===== config.mk =====
export PLATFORM = sky130hd
export DESIGN_NAME = uart_bus_responder
export DESIGN_NICKNAME = d
export VERILOG_FILES = /design/src/rtl/uart_bus_responder.sv
export SDC_FILE = /design/constraint.sdc
export NUM_CORES = 1
export LEC_CHECK = 0
export ABC_CLOCK_PERIOD_IN_PS = 3230
export BUFFER_PORTS_ARGS = -buffer_cell sky130_fd_sc_hd__buf_2
export CAP_MARGIN = 0
export CORE_ASPECT_RATIO = 1.5
export CORE_UTILIZATION = 55
export DETAILED_ROUTE_END_ITERATION = 7
export PLACE_DENSITY_LB_ADDON = 0.1
export SYNTH_ARGS = -nofsm -noshare
export SYNTH_HDL_FRONTEND = slang
export SYNTH_SLANG_ARGS = --single-unit

===== constraint.sdc =====
create_clock -name clk -period 3.23 [get_ports clk]
set_clock_uncertainty 0.15 [all_clocks]
set_input_delay 0.4845 -clock clk [delete_from_list [all_inputs] [get_ports clk]]
set_output_delay 0.4845 -clock clk [all_outputs]
set_load 0.02 [all_outputs]

===== src/rtl/uart_bus_responder.sv =====
// uart_bus_responder: memory-mapped 8N1 UART on the CPU RAM bus.
// Register window BASE..BASE+7: DATA, STATUS, CTRL, DIV (word-aligned).
// Optional feature: define UART_RX_FIFO_EN for a 4-entry RX FIFO;
// otherwise a single holding register buffers received bytes.
module uart_bus_responder #(
   parameter logic [15:0] BASE      = 16'hFF00,
   parameter logic [15:0] DIV_RESET = 16'd434
) (
   input  logic        clk,
   input  logic        reset,
   input  logic [15:0] addr,
   input  logic [15:0] wdata,
   output logic [15:0] rdata,
   input  logic        we,
   input  logic        re,
   input  logic        be,
   output logic        txd,
   input  logic        rxd,
   output logic        irq
);

   typedef enum logic [1:0] {TX_IDLE, TX_START, TX_DATA, TX_STOP} tx_state_t;
   typedef enum logic [1:0] {RX_IDLE, RX_START, RX_DATA, RX_STOP} rx_state_t;

   // address decode
   logic       hit;
   logic [1:0] reg_idx;
   logic       data_wr, status_wr, ctrl_wr, div_wr, data_rd;
   logic       unused_bits;

   assign hit       = (addr[15:3] == BASE[15:3]);
   assign reg_idx   = addr[2:1];
   assign data_wr   = we & hit & (reg_idx == 2'd0);
   assign status_wr = we & hit & (reg_idx == 2'd1);
   assign ctrl_wr   = we & hit & (reg_idx == 2'd2);
   assign div_wr    = we & hit & (reg_idx == 2'd3);
   assign data_rd   = re & hit & (reg_idx == 2'd0);
   assign unused_bits = addr[0];

   // control/status registers
   logic [15:0] div_reg;
   logic        rx_ie_reg, rx_ovr_reg, frame_err_reg, tx_ovr_reg;
   logic        rx_ovr_set, frame_err_set, tx_ovr_set;
   logic [15:0] eff_div;

   // divisors below 2 would leave no room for the half-bit RX wait
   assign eff_div = (div_reg < 16'd2) ? 16'd2 : div_reg;

   // TX state
   tx_state_t   tx_state_reg, tx_state_next;
   logic [15:0] tx_cnt_reg, tx_cnt_next, tx_div_reg, tx_div_next;
   logic [2:0]  tx_bit_reg, tx_bit_next;
   logic [7:0]  tx_shift_reg, tx_shift_next;
   logic        txd_reg, txd_next;
   logic        tx_end, tx_accept, tx_busy;

   // RX state
   rx_state_t   rx_state_reg, rx_state_next;
   logic [15:0] rx_cnt_reg, rx_cnt_next, rx_div_reg, rx_div_next;
   logic [2:0]  rx_bit_reg, rx_bit_next;
   logic [7:0]  rx_shift_reg, rx_shift_next;
   logic        rxd_meta_reg, rxd_sync_reg, rxd_prev_reg;
   logic        rx_end, rx_fall, rx_store;

   // RX buffer view shared by both build variants
   logic        rx_valid, rx_pop, store_ok;
   logic [7:0]  rx_head;
   logic [2:0]  rx_count;

   assign tx_busy = (tx_state_reg != TX_IDLE);
   assign tx_end  = (tx_cnt_reg == 16'd0);
   // a write on the edge that ends STOP is accepted as the next frame
   assign tx_accept = data_wr & ((tx_state_reg == TX_IDLE) ||
                                 ((tx_state_reg == TX_STOP) && tx_end));
   assign rx_end  = (rx_cnt_reg == 16'd0);
   assign rx_fall = rxd_prev_reg & ~rxd_sync_reg;
   assign rx_pop  = data_rd & rx_valid;
   assign txd     = txd_reg;
   assign irq     = rx_ie_reg & rx_valid;

   // register writes; hardware set events win over write-1-to-clear
   always_ff @(posedge clk) begin
      if (reset) begin
         div_reg       <= DIV_RESET;
         rx_ie_reg     <= 1'b0;
         rx_ovr_reg    <= 1'b0;
         frame_err_reg <= 1'b0;
         tx_ovr_reg    <= 1'b0;
      end else begin
         if (div_wr) begin
            if (be) div_reg[7:0] <= wdata[7:0];
            else    div_reg      <= wdata;
         end
         if (ctrl_wr) rx_ie_reg <= wdata[0];
         if (status_wr) begin
            if (wdata[2]) rx_ovr_reg    <= 1'b0;
            if (wdata[3]) frame_err_reg <= 1'b0;
            if (wdata[4]) tx_ovr_reg    <= 1'b0;
         end
         if (rx_ovr_set)    rx_ovr_reg    <= 1'b1;
         if (frame_err_set) frame_err_reg <= 1'b1;
         if (tx_ovr_set)    tx_ovr_reg    <= 1'b1;
      end
   end

   // TX state register
   always_ff @(posedge clk) begin
      if (reset) begin
         tx_state_reg <= TX_IDLE;
         tx_cnt_reg   <= 16'd0;
         tx_div_reg   <= 16'd2;
         tx_bit_reg   <= 3'd0;
         tx_shift_reg <= 8'd0;
         txd_reg      <= 1'b1;
      end else begin
         tx_state_reg <= tx_state_next;
         tx_cnt_reg   <= tx_cnt_next;
         tx_div_reg   <= tx_div_next;
         tx_bit_reg   <= tx_bit_next;
         tx_shift_reg <= tx_shift_next;
         txd_reg      <= txd_next;
      end
   end

   // TX next state: each state lasts tx_div cycles, txd is registered
   always_comb begin
      tx_state_next = tx_state_reg;
      tx_cnt_next   = tx_cnt_reg;
      tx_div_next   = tx_div_reg;
      tx_bit_next   = tx_bit_reg;
      tx_shift_next = tx_shift_reg;
      txd_next      = txd_reg;
      tx_ovr_set    = 1'b0;
      if (tx_state_reg != TX_IDLE) tx_cnt_next = tx_cnt_reg - 16'd1;
      case (tx_state_reg)
         TX_START: if (tx_end) begin
            tx_state_next = TX_DATA;
            tx_cnt_next   = tx_div_reg - 16'd1;
            tx_bit_next   = 3'd0;
            txd_next      = tx_shift_reg[0];
         end
         TX_DATA: if (tx_end) begin
            tx_cnt_next = tx_div_reg - 16'd1;
            if (tx_bit_reg == 3'd7) begin
               tx_state_next = TX_STOP;
               txd_next      = 1'b1;
            end else begin
               tx_bit_next   = tx_bit_reg + 3'd1;
               tx_shift_next = {1'b0, tx_shift_reg[7:1]};
               txd_next      = tx_shift_reg[1];
            end
         end
         TX_STOP: if (tx_end) begin
            tx_state_next = TX_IDLE;
            tx_cnt_next   = 16'd0;
         end
         default: ;
      endcase
      if (data_wr) begin
         if (tx_accept) begin
            tx_state_next = TX_START;
            tx_shift_next = wdata[7:0];
            tx_div_next   = eff_div;
            tx_cnt_next   = eff_div - 16'd1;
            txd_next      = 1'b0;
         end else begin
            tx_ovr_set = 1'b1;
         end
      end
   end

   // RX synchronizer, edge history and state register
   always_ff @(posedge clk) begin
      if (reset) begin
         rxd_meta_reg <= 1'b1;
         rxd_sync_reg <= 1'b1;
         rxd_prev_reg <= 1'b1;
         rx_state_reg <= RX_IDLE;
         rx_cnt_reg   <= 16'd0;
         rx_div_reg   <= 16'd2;
         rx_bit_reg   <= 3'd0;
         rx_shift_reg <= 8'd0;
      end else begin
         rxd_meta_reg <= rxd;
         rxd_sync_reg <= rxd_meta_reg;
         rxd_prev_reg <= rxd_sync_reg;
         rx_state_reg <= rx_state_next;
         rx_cnt_reg   <= rx_cnt_next;
         rx_div_reg   <= rx_div_next;
         rx_bit_reg   <= rx_bit_next;
         rx_shift_reg <= rx_shift_next;
      end
   end

   // RX next state: half-bit wait to centre on the start bit, then full bits
   always_comb begin
      rx_state_next = rx_state_reg;
      rx_cnt_next   = rx_cnt_reg;
      rx_div_next   = rx_div_reg;
      rx_bit_next   = rx_bit_reg;
      rx_shift_next = rx_shift_reg;
      rx_store      = 1'b0;
      frame_err_set = 1'b0;
      if (rx_state_reg != RX_IDLE) rx_cnt_next = rx_cnt_reg - 16'd1;
      case (rx_state_reg)
         RX_IDLE: if (rx_fall) begin
            rx_state_next = RX_START;
            rx_div_next   = eff_div;
            rx_cnt_next   = (eff_div >> 1) - 16'd1;
         end
         RX_START: if (rx_end) begin
            rx_state_next = rxd_sync_reg ? RX_IDLE : RX_DATA;
            rx_cnt_next   = rx_div_reg - 16'd1;
            rx_bit_next   = 3'd0;
         end
         RX_DATA: if (rx_end) begin
            rx_shift_next = {rxd_sync_reg, rx_shift_reg[7:1]};
            rx_cnt_next   = rx_div_reg - 16'd1;
            rx_bit_next   = rx_bit_reg + 3'd1;
            if (rx_bit_reg == 3'd7) rx_state_next = RX_STOP;
         end
         RX_STOP: if (rx_end) begin
            rx_state_next = RX_IDLE;
            rx_cnt_next   = 16'd0;
            rx_store      = rxd_sync_reg;
            frame_err_set = ~rxd_sync_reg;
         end
         default: ;
      endcase
   end

`ifdef UART_RX_FIFO_EN
   logic [7:0] fifo_mem [0:3];
   logic [1:0] wr_ptr_reg, rd_ptr_reg;
   logic [2:0] count_reg;

   assign rx_valid   = (count_reg != 3'd0);
   assign rx_head    = fifo_mem[rd_ptr_reg];
   assign rx_count   = count_reg;
   assign store_ok   = rx_store & ((count_reg != 3'd4) | rx_pop);
   assign rx_ovr_set = rx_store & ~store_ok;

   // FIFO storage, no reset needed on the data array
   always_ff @(posedge clk) begin
      if (store_ok) fifo_mem[wr_ptr_reg] <= rx_shift_reg;
   end

   // FIFO pointers and occupancy
   always_ff @(posedge clk) begin
      if (reset) begin
         wr_ptr_reg <= 2'd0;
         rd_ptr_reg <= 2'd0;
         count_reg  <= 3'd0;
      end else begin
         if (store_ok) wr_ptr_reg <= wr_ptr_reg + 2'd1;
         if (rx_pop)   rd_ptr_reg <= rd_ptr_reg + 2'd1;
         count_reg <= count_reg + {2'd0, store_ok} - {2'd0, rx_pop};
      end
   end
`else
   logic       rx_valid_reg;
   logic [7:0] rx_data_reg;

   assign rx_valid   = rx_valid_reg;
   assign rx_head    = rx_data_reg;
   assign rx_count   = 3'd0;
   assign store_ok   = rx_store & (~rx_valid_reg | rx_pop);
   assign rx_ovr_set = rx_store & ~store_ok;

   // single holding register; a pop on the store edge frees the slot
   always_ff @(posedge clk) begin
      if (reset) begin
         rx_valid_reg <= 1'b0;
         rx_data_reg  <= 8'd0;
      end else if (store_ok) begin
         rx_valid_reg <= 1'b1;
         rx_data_reg  <= rx_shift_reg;
      end else if (rx_pop) begin
         rx_valid_reg <= 1'b0;
      end
   end
`endif

   // combinational read mux, zero outside the window or when not reading
   always_comb begin
      logic [15:0] reg_val;
      reg_val = 16'd0;
      case (reg_idx)
         2'd0:    reg_val = {8'd0, rx_valid ? rx_head : 8'd0};
         2'd1:    reg_val = {8'd0, rx_count, tx_ovr_reg, frame_err_reg,
                             rx_ovr_reg, tx_busy, rx_valid};
         2'd2:    reg_val = {15'd0, rx_ie_reg};
         default: reg_val = div_reg;
      endcase
      rdata = 16'd0;
      if (re & hit) rdata = be ? {8'd0, reg_val[7:0]} : reg_val;
   end

endmodule


==> impl_metrics.json, run 1 <==
{
  "synthArstFlopShare": 0,
  "ys_ff_latch": 123,
  "placed_area_mm2": 0.00778,
  "slowest_delay_ns": 0.53,
  "io-pin-count": 56,
  "grt_use_total": 0.304,
  "hold_viol": 0,
  "first_pass_iters": 5,
  "min_from": "rxd",
  "switchingPower_mw": 1.42,
  "power_frac_comb": 0.217,
  "ys_warn_count": 0,
  "r2r_start": "div_reg[2]",
  "clkTransAtPathRegs_ns": 0.06,
  "cts-htree-levels": 4,
  "cts_setup_buffers": 0,
  "finalCritPeriodShare": 0.945,
  "hold_buffers": 0,
  "hold_end": "rxd_meta_reg",
  "cp_slowest_cell": "or4_4",
  "ys.flop_type": "dfxtp_1",
  "fin_nets": 1058,
  "root_buffer": "clkbuf_16",
  "hold_depth": 2,
  "diodes": 0,
  "p_int_mw": 3.17,
  "crit_top_cell": "buf_2",
  "clock_sinks": 123,
  "fin_crit_ns": 3.05,
  "cp-end-kind": "output port",
  "cts_tree": "yes",
  "fillers": 1135,
  "clock_latency_ns": 0.42,
  "grt-ovfl-total": 0,
  "drive_gt1_frac": 0.150,
  "r2r_slack_ns": 0.27,
  "r2r_end": "tx_cnt_reg[14]",
  "cap_violations": 0,
  "drt_iter0_drc": 424,
  "cts_resized": 0,
  "area_growth_pct": 16.2,
  "ys_types": 65,
  "critPathArrivalTime_ns": 2.42,
  "start_util": 0.571,
  "vias_per_cell": 6.04,
  "die_x_um": 95.5,
  "crit_fanout": 8,
  "antenna_found_initial": 0,
  "fp-row-count": 50,
  "numCtsBuffers": 17,
  "holdCritPathClass": "in -> reg",
  "p_leak_nw": 3.29,
  "pwr-share-clk": 0.427,
  "relSlewSlack": 0.475,
  "seqPwrFrac": 0.356,
  "swShare": 0.309,
  "wl_per_cell_um": 17.0,
  "worst_ep_required_time_ns": 2.60,
  "drc": 0,
  "synth_area_per_cell_um2": 7.62,
  "final.setup.tns_ns": 0,
  "finalSetupViolCount": 0,
  "routabilityCongestion": 0.932,
  "hpwlAfterDp_mm": 14.3,
  "grt_max_degree": 72,
  "synth_area_mm2": 0.00722,
  "grt_pass1_wl_mm": 32.4,
  "maxSlewViolCount": 0,
  "outcome": "complete, no violations",
  "die_area_mm2": 0.0136,
  "antenna_left": 0,
  "synth-edff-count": 0,
  "max_slew.worst_pin.slew_ns": 0.783,
  "core_area_mm2": 0.0126,
  "fmax_mhz": 328,
  "syn_nets": 1006,
  "crit_chain": "buf_2 > or4_4 > nor4_4 > nand2_1 > nor3_1 > buf_4 > and2_1 > buf_2",
  "rsz0062_at_grt": "false",
  "clock_path_buffers": 2,
  "reg2reg_depth": 12,
  "io_buffers": 54,
  "start_kind": "input pin",
  "syn_inst": 948,
  "grt_pass1_vias": 6887,
  "critical_path_class": "in -> out",
  "die_h_um": 142,
  "vias": 7057,
  "power.density_mw_per_mm2": 547,
  "design_area_mm2": 0.00839,
  "wl_mm": 19.9,
  "yosysSeqAreaShare": 0.341,
  "ir_drop_v": 0.000419
}
-- final cells by class --
type	instances	area, um2	share of cell area
clock buffers	18	439	0.0523
repair buffers	96	613	0.0731
flip-flops and latches	123	2460	0.294
clock inverters	14	170	0.0203
multi-input cells	742	4430	0.529
well taps	156	195	0.0233
inverters	20	75.1	0.00895
-- metal layers --
metal / routed length, um / track usage / vias up
met5: 0 / 0 / -
met4: 740 / 0.151 / 0
met3: 721 / 0.0577 / 48
met2: 10500 / 0.544 / 199
met1: 7890 / 0.337 / 3352
li1: - / - / 3458
-- cells in the final DEF (no fill, tap or decap), types with 28 or more instances in the layout --
cell,instances
o21ai_0,31
buf_2,53
xnor2_1,31
buf_4,41
nor3_1,28
nand2_1,174
a21oi_1,85
dfxtp_1,123
xor2_1,38
nor2_1,94
-- worst max path at each step --
stage | slack (ns) | to | from
finish | 0.18 | rdata[8] | addr[4]
floorplan | 0.19 | tx_cnt_reg[13] | div_reg[6]
global placement | 0.15 | rdata[12] | addr[4]
detailed placement | 0.12 | rdata[8] | addr[4]
global route | 0.04 | tx_cnt_reg[14] | div_reg[2]
CTS | 0.11 | rdata[8] | addr[4]
-- per-stage QoR --
stage / util / hold WS (ns) / std cells / worst slack (ns) / power [mW]
after CTS: 0.664 / 0.0900 / 1169 / 0.110 / 4.59
after global routing: 0.664 / 0.0939 / 1169 / 0.0408 / 4.78
after global placement: 0.616 / 0.253 / 1137 / 0.145 / 2.62
after detailed placement: 0.616 / 0.252 / 1137 / 0.118 / 2.64
final: 0.664 / 0.101 / 1169 / 0.178 / 4.59
after floorplan: - / 0.239 / 948 / 0.186 / 2.35
-- cell families after synthesis --
| kind of cell | after synthesis | share of synthesized area |
|---|---|---|
| xor+xnor | 69 | 0.0837 |
| compound gates | 209 | 0.187 |
| flops | 123 | 0.341 |
| simple gates | 429 | 0.287 |
| fa+ha+maj | 20 | 0.0347 |
| buf+inv | 83 | 0.0456 |
| mux | 15 | 0.0215 |
-- synthesized netlist by cell type, types with 3 or more instances --
library cell  instances  area share
a211oi_1              8      0.0083
a21oi_1              85       0.059
a22oi_1              14       0.015
a311oi_1             12       0.015
a31oi_1               7      0.0061
a32oi_1               6      0.0073
and2_1               14       0.012
buf_2                 5      0.0035
clkbuf_1             55       0.029
dfxtp_1             123        0.34
ha_1                 20       0.035
inv_1                20       0.010
mux2_2                4      0.0062
mux2i_1              11       0.015
nand2_1             174       0.090
nand2b_1             10      0.0087
nand3_1              20       0.014
nand3b_1              8      0.0083
nand4_1               8      0.0069
nand4b_1              7      0.0085
nor2_1               94       0.049
nor2b_1               7      0.0061
nor3_1               28       0.019
nor4_1               19       0.016
o2111ai_1             5      0.0061
o211ai_1              9      0.0094
o21ai_0              31       0.021
o31ai_1               5      0.0052
o32ai_2               3      0.0068
or2_2                 5      0.0043
or3_1                12       0.010
or4_1                 6      0.0062
xnor2_1              31       0.038
xor2_1               38       0.046
-- worst max-delay path: cells and delay by family --
kind                   cells  cell delay (ns)
buffers and inverters      3             0.47
AND/OR/NAND/NOR            5             1.45
-- power by group through the flow --
stage	sequential (mW)	clock, mW	combinational (mW)
CTS	1.63	1.97	0.986
global route	1.64	2.05	1.09
detailed placement	1.66	0	0.973
floorplan	1.65	0	0.702
finish	1.63	1.96	0.997
global placement	1.66	0	0.963
(Power assumes the default switching activity.)
==> run 2, diff against run 1 <==
- CORE_MARGIN: default -> 1.5
- CTS_CLUSTER_SIZE: default -> 16
==> impl_metrics.json, run 2 (synthesis gave the netlist of run 1 again) <==
{
  "max_slew.worst_pin.slew_ns": 0.801,
  "root_buffer": "clkbuf_16",
  "cts_resized": 0,
  "worst_ep_required_time_ns": 2.60,
  "final_common_cell": "nand2_1",
  "finalSetupViolCount": 0,
  "grt_use_total": 0.288,
  "relSlewSlack": 0.461,
  "r2r_start": "div_reg[12]",
  "area_growth_pct": 16.4,
  "drive_gt1_frac": 0.151,
  "swShare": 0.310,
  "die_area_mm2": 0.0138,
  "crit_top_cell": "buf_2",
  "fmax_mhz": 333,
  "final.setup.tns_ns": 0,
  "outcome": "complete, no violations",
  "start_util": 0.560,
  "routabilityCongestion": 0.901,
  "power_frac_comb": 0.213,
  "critical_path_class": "in -> out",
  "vias_per_cell": 5.85,
  "antenna_found_initial": 0,
  "start_kind": "input pin",
  "power.density_mw_per_mm2": 549,
  "drc": 0,
  "design_area_mm2": 0.00840,
  "seqPwrFrac": 0.353,
  "grt_max_degree": 65,
  "fin_nets": 1059,
  "hold_buffers": 0,
  "clock_path_buffers": 2,
  "io-pin-count": 56,
  "p_int_mw": 3.18,
  "pwr-share-clk": 0.434,
  "fin_crit_ns": 3.00,
  "diodes": 0,
  "cap_violations": 0,
  "cp_slowest_cell": "or4_4",
  "p_leak_nw": 3.30,
  "antenna_left": 0,
  "drt_iter0_drc": 406,
  "hold_viol": 0,
  "clkTransAtPathRegs_ns": 0.06,
  "numCtsBuffers": 17,
  "grt_pass1_vias": 6461,
  "critPathBufInv": 3,
  "cts-htree-levels": 4,
  "utilization": 0.652,
  "met3_usage": 0.0566,
  "r2r_slack_ns": 0.25,
  "core_area_mm2": 0.0129,
  "first_pass_iters": 5,
  "vias": 6864,
  "cpLargestDelayFamily": "simple AND/OR/NAND/NOR gates",
  "stdcell_count": 1173,
  "crit_chain": "buf_2 > or4_4 > nor4_4 > nand2_1 > nor3_1 > buf_4 > and2_1 > buf_2",
  "switchingPower_mw": 1.43,
  "total_power_mw": 4.61,
  "reg2reg_depth": 10,
  "io_buffers": 54,
  "clock_latency_ns": 0.42,
  "hpwlAfterDp_mm": 14.0,
  "grt_pass1_wl_mm": 31.0,
  "critPathArrivalTime_ns": 2.37,
  "busiest_layer": "met2",
  "cp-end-kind": "output port",
  "fillers": 1165,
  "final_cell_mix": "nand2_1 (174), dfxtp_1 (123), nor2_1 (94)",
  "regArea_mm2": 0.00246,
  "setup_slack_ns": 0.230,
  "ir_drop_v": 0.000449,
  "min_from": "rxd",
  "placed_area_mm2": 0.00778,
  "maxSlewViolCount": 0,
  "slowest_delay_ns": 0.53,
  "hold_depth": 2,
  "grt_use_met1": 0.325,
  "die_x_um": 96.5,
  "grt-ovfl-total": 0,
  "cts_tree": "yes",
  "die_h_um": 143,
  "finalCritPeriodShare": 0.929,
  "hold_end": "rxd_meta_reg",
  "crit_fanout": 8,
  "rsz0062_at_grt": "false",
  "grtUsageMet2": 0.507,
  "holdCritPathClass": "in -> reg",
  "r2r_end": "tx_cnt_reg[14]",
  "dpl.cell_count": 1141,
  "cts_setup_buffers": 0,
  "clock_sinks": 123,
  "multi_input_area_mm2": 0.00443,
  "wl_mm": 19.3,
  "fin_hold_ws_ns": 0.103,
  "post-place-ws_ns": 0.228,
  "fp-row-count": 51,
  "wl_per_cell_um": 16.4
}
run 2: per-layer routing:
metal	share of wire	wire length (um)	vias up
met2	0.53	10100	166
met4	0.039	759	0
li1	-	-	3445
met1	0.40	7690	3198
met5	0	0	-
met3	0.036	703	55
run 2: how the worst max path moves through the flow:
| stage | from | end | slack (ns) | depth (start not counted) |
|---|---|---|---|---|
| finish | addr[4] | rdata[13] | 0.23 | 8 |
| global route | div_reg[12] | tx_cnt_reg[14] | 0.02 | 10 |
| CTS | addr[4] | rdata[13] | 0.23 | 8 |
| detailed placement | addr[4] | tx_div_reg[1] | 0.23 | 7 |
| global placement | addr[4] | tx_div_reg[1] | 0.25 | 7 |
| floorplan | div_reg[6] | tx_cnt_reg[13] | 0.19 | 12 |
run 2: final cells by class:
type	count	area share
clock inverters	14	0.0219
multi-input cells	742	0.528
inverters	20	0.00894
clock buffers	18	0.0523
repair buffers	97	0.0724
well taps	159	0.0237
flip-flops and latches	123	0.293
run 2: power groups by stage:
| stage | registers, mW | clock network (mW) | logic [mW] |
|---|---|---|---|
| floorplan | 1.65 | 0 | 0.702 |
| global placement | 1.66 | 0 | 0.964 |
| detailed placement | 1.66 | 0 | 0.967 |
| CTS | 1.63 | 2.03 | 0.975 |
| global route | 1.64 | 2.11 | 1.09 |
| finish | 1.63 | 2.00 | 0.982 |
==> run 3, diff against run 2 <==
- CORE_MARGIN: 1.5 -> 2
==> impl_metrics.json, run 3 (synthesis gave the netlist of run 1 again) <==
{
  "io_buffers": 54,
  "drive_gt1_frac": 0.148,
  "crit_end": "tx_cnt_reg[14]",
  "clock_sinks": 123,
  "final_cell_mix": "nand2_1 (174), dfxtp_1 (123), nor2_1 (94)",
  "final_common_cell": "nand2_1",
  "numCtsBuffers": 17,
  "hold_buffers": 0,
  "finalCritPeriodShare": 0.937,
  "grt_pass1_wl_mm": 31.8,
  "cts_tree": "yes",
  "utilization": 0.648,
  "max_slew.worst_pin.slew_ns": 0.798,
  "start_util": 0.560,
  "worst_ep_required_time_ns": 3.43,
  "ir_drop_v": 0.000367,
  "wl_per_cell_um": 16.5,
  "final.setup.tns_ns": 0,
  "antenna_found_initial": 0,
  "finalSetupViolCount": 0,
  "grt_pass1_vias": 6543,
  "fmax_mhz": 330,
  "post-place-ws_ns": 0.223,
  "critical_path_class": "reg -> reg",
  "core_area_mm2": 0.0129,
  "clock_path_buffers": 2,
  "relSlewSlack": 0.464,
  "vias_per_cell": 5.81,
  "wl_mm": 19.3,
  "stdcell_count": 1170,
  "cap_violations": 0,
  "placed_area_mm2": 0.00777,
  "start_kind": "flop",
  "crit_fanout": 9,
  "rsz0062_at_grt": "false",
  "clock_latency_ns": 0.42,
  "io-pin-count": 56,
  "dpl.cell_count": 1138,
  "total_power_mw": 4.50,
  "routabilityCongestion": 0.868,
  "fp-row-count": 51,
  "clkTransAtPathRegs_ns": 0.06,
  "cts_resized": 0,
  "holdCritPathClass": "in -> reg",
  "fin_nets": 1056,
  "p_leak_nw": 3.27,
  "antenna_left": 0,
  "grt-ovfl-total": 0,
  "design_area_mm2": 0.00835,
  "grt_use_total": 0.280,
  "grt_max_degree": 64,
  "setup_slack_ns": 0.203,
  "setup.worst_path.start": "div_reg[13]",
  "die_area_mm2": 0.0141,
  "reg2reg_depth": 10,
  "die_x_um": 97.5,
  "fin_hold_ws_ns": 0.108,
  "r2r_start": "div_reg[13]",
  "cts_setup_buffers": 0,
  "hpwlAfterDp_mm": 13.8,
  "hold_viol": 0,
  "die_h_um": 144,
  "outcome": "complete, no violations",
  "r2r_end": "tx_cnt_reg[14]",
  "first_pass_iters": 4,
  "root_buffer": "clkbuf_16",
  "r2r_slack_ns": 0.20,
  "critPathArrivalTime_ns": 3.22,
  "cp-end-kind": "flop",
  "drc": 0,
  "power.density_mw_per_mm2": 539,
  "vias": 6792,
  "cts-htree-levels": 4,
  "diodes": 0,
  "maxSlewViolCount": 0,
  "drt_iter0_drc": 371,
  "area_growth_pct": 15.6,
  "fin_crit_ns": 3.03
}
## run 3: final cells by class
| class | instances | area, um2 |
|---|---|---|
| multi-input cells | 742 | 4430 |
| well taps | 159 | 199 |
| flip-flops and latches | 123 | 2460 |
| clock inverters | 15 | 154 |
| fillers | 1181 | 4540 |
| inverters | 20 | 75.1 |
| clock buffers | 17 | 425 |
| repair buffers | 94 | 598 |
## run 3: critical path, stage by stage (launching register included)
cell and delay (ns):
dfxtp_1 0.42, or4_1 0.56, or3_1 0.38, and2_1 0.20, inv_1 0.09, ha_1 0.29, nand2_1 0.15, nor3_1 0.31
xor2_1 0.19, nand2_1 0.08, a21oi_1 0.13
## run 3: how the worst min path moves through the flow
stage	end	cells past startpoint	start
finish	rxd_meta_reg	2	rxd
global route	rxd_meta_reg	2	rxd
CTS	rxd_meta_reg	2	rxd
detailed placement	rxd_sync_reg	1	rxd_meta_reg
global placement	rxd_sync_reg	1	rxd_meta_reg
floorplan	rxd_sync_reg	1	rxd_meta_reg
## run 3: metal layers
metal	track usage	wire length, um	vias to the layer above
met5	0	0	-
met4	0.124	656	0
met3	0.0459	530	48
met2	0.517	10100	119
met1	0.316	8010	3177
li1	-	-	3448
## run 3: report_power, final
group          switching, mW  internal (mW)  total (mW)
sequential            0.0590           1.57        1.63
clock                  0.798           1.09        1.89
combinational          0.619          0.365       0.983
total                   1.48           3.02        4.50
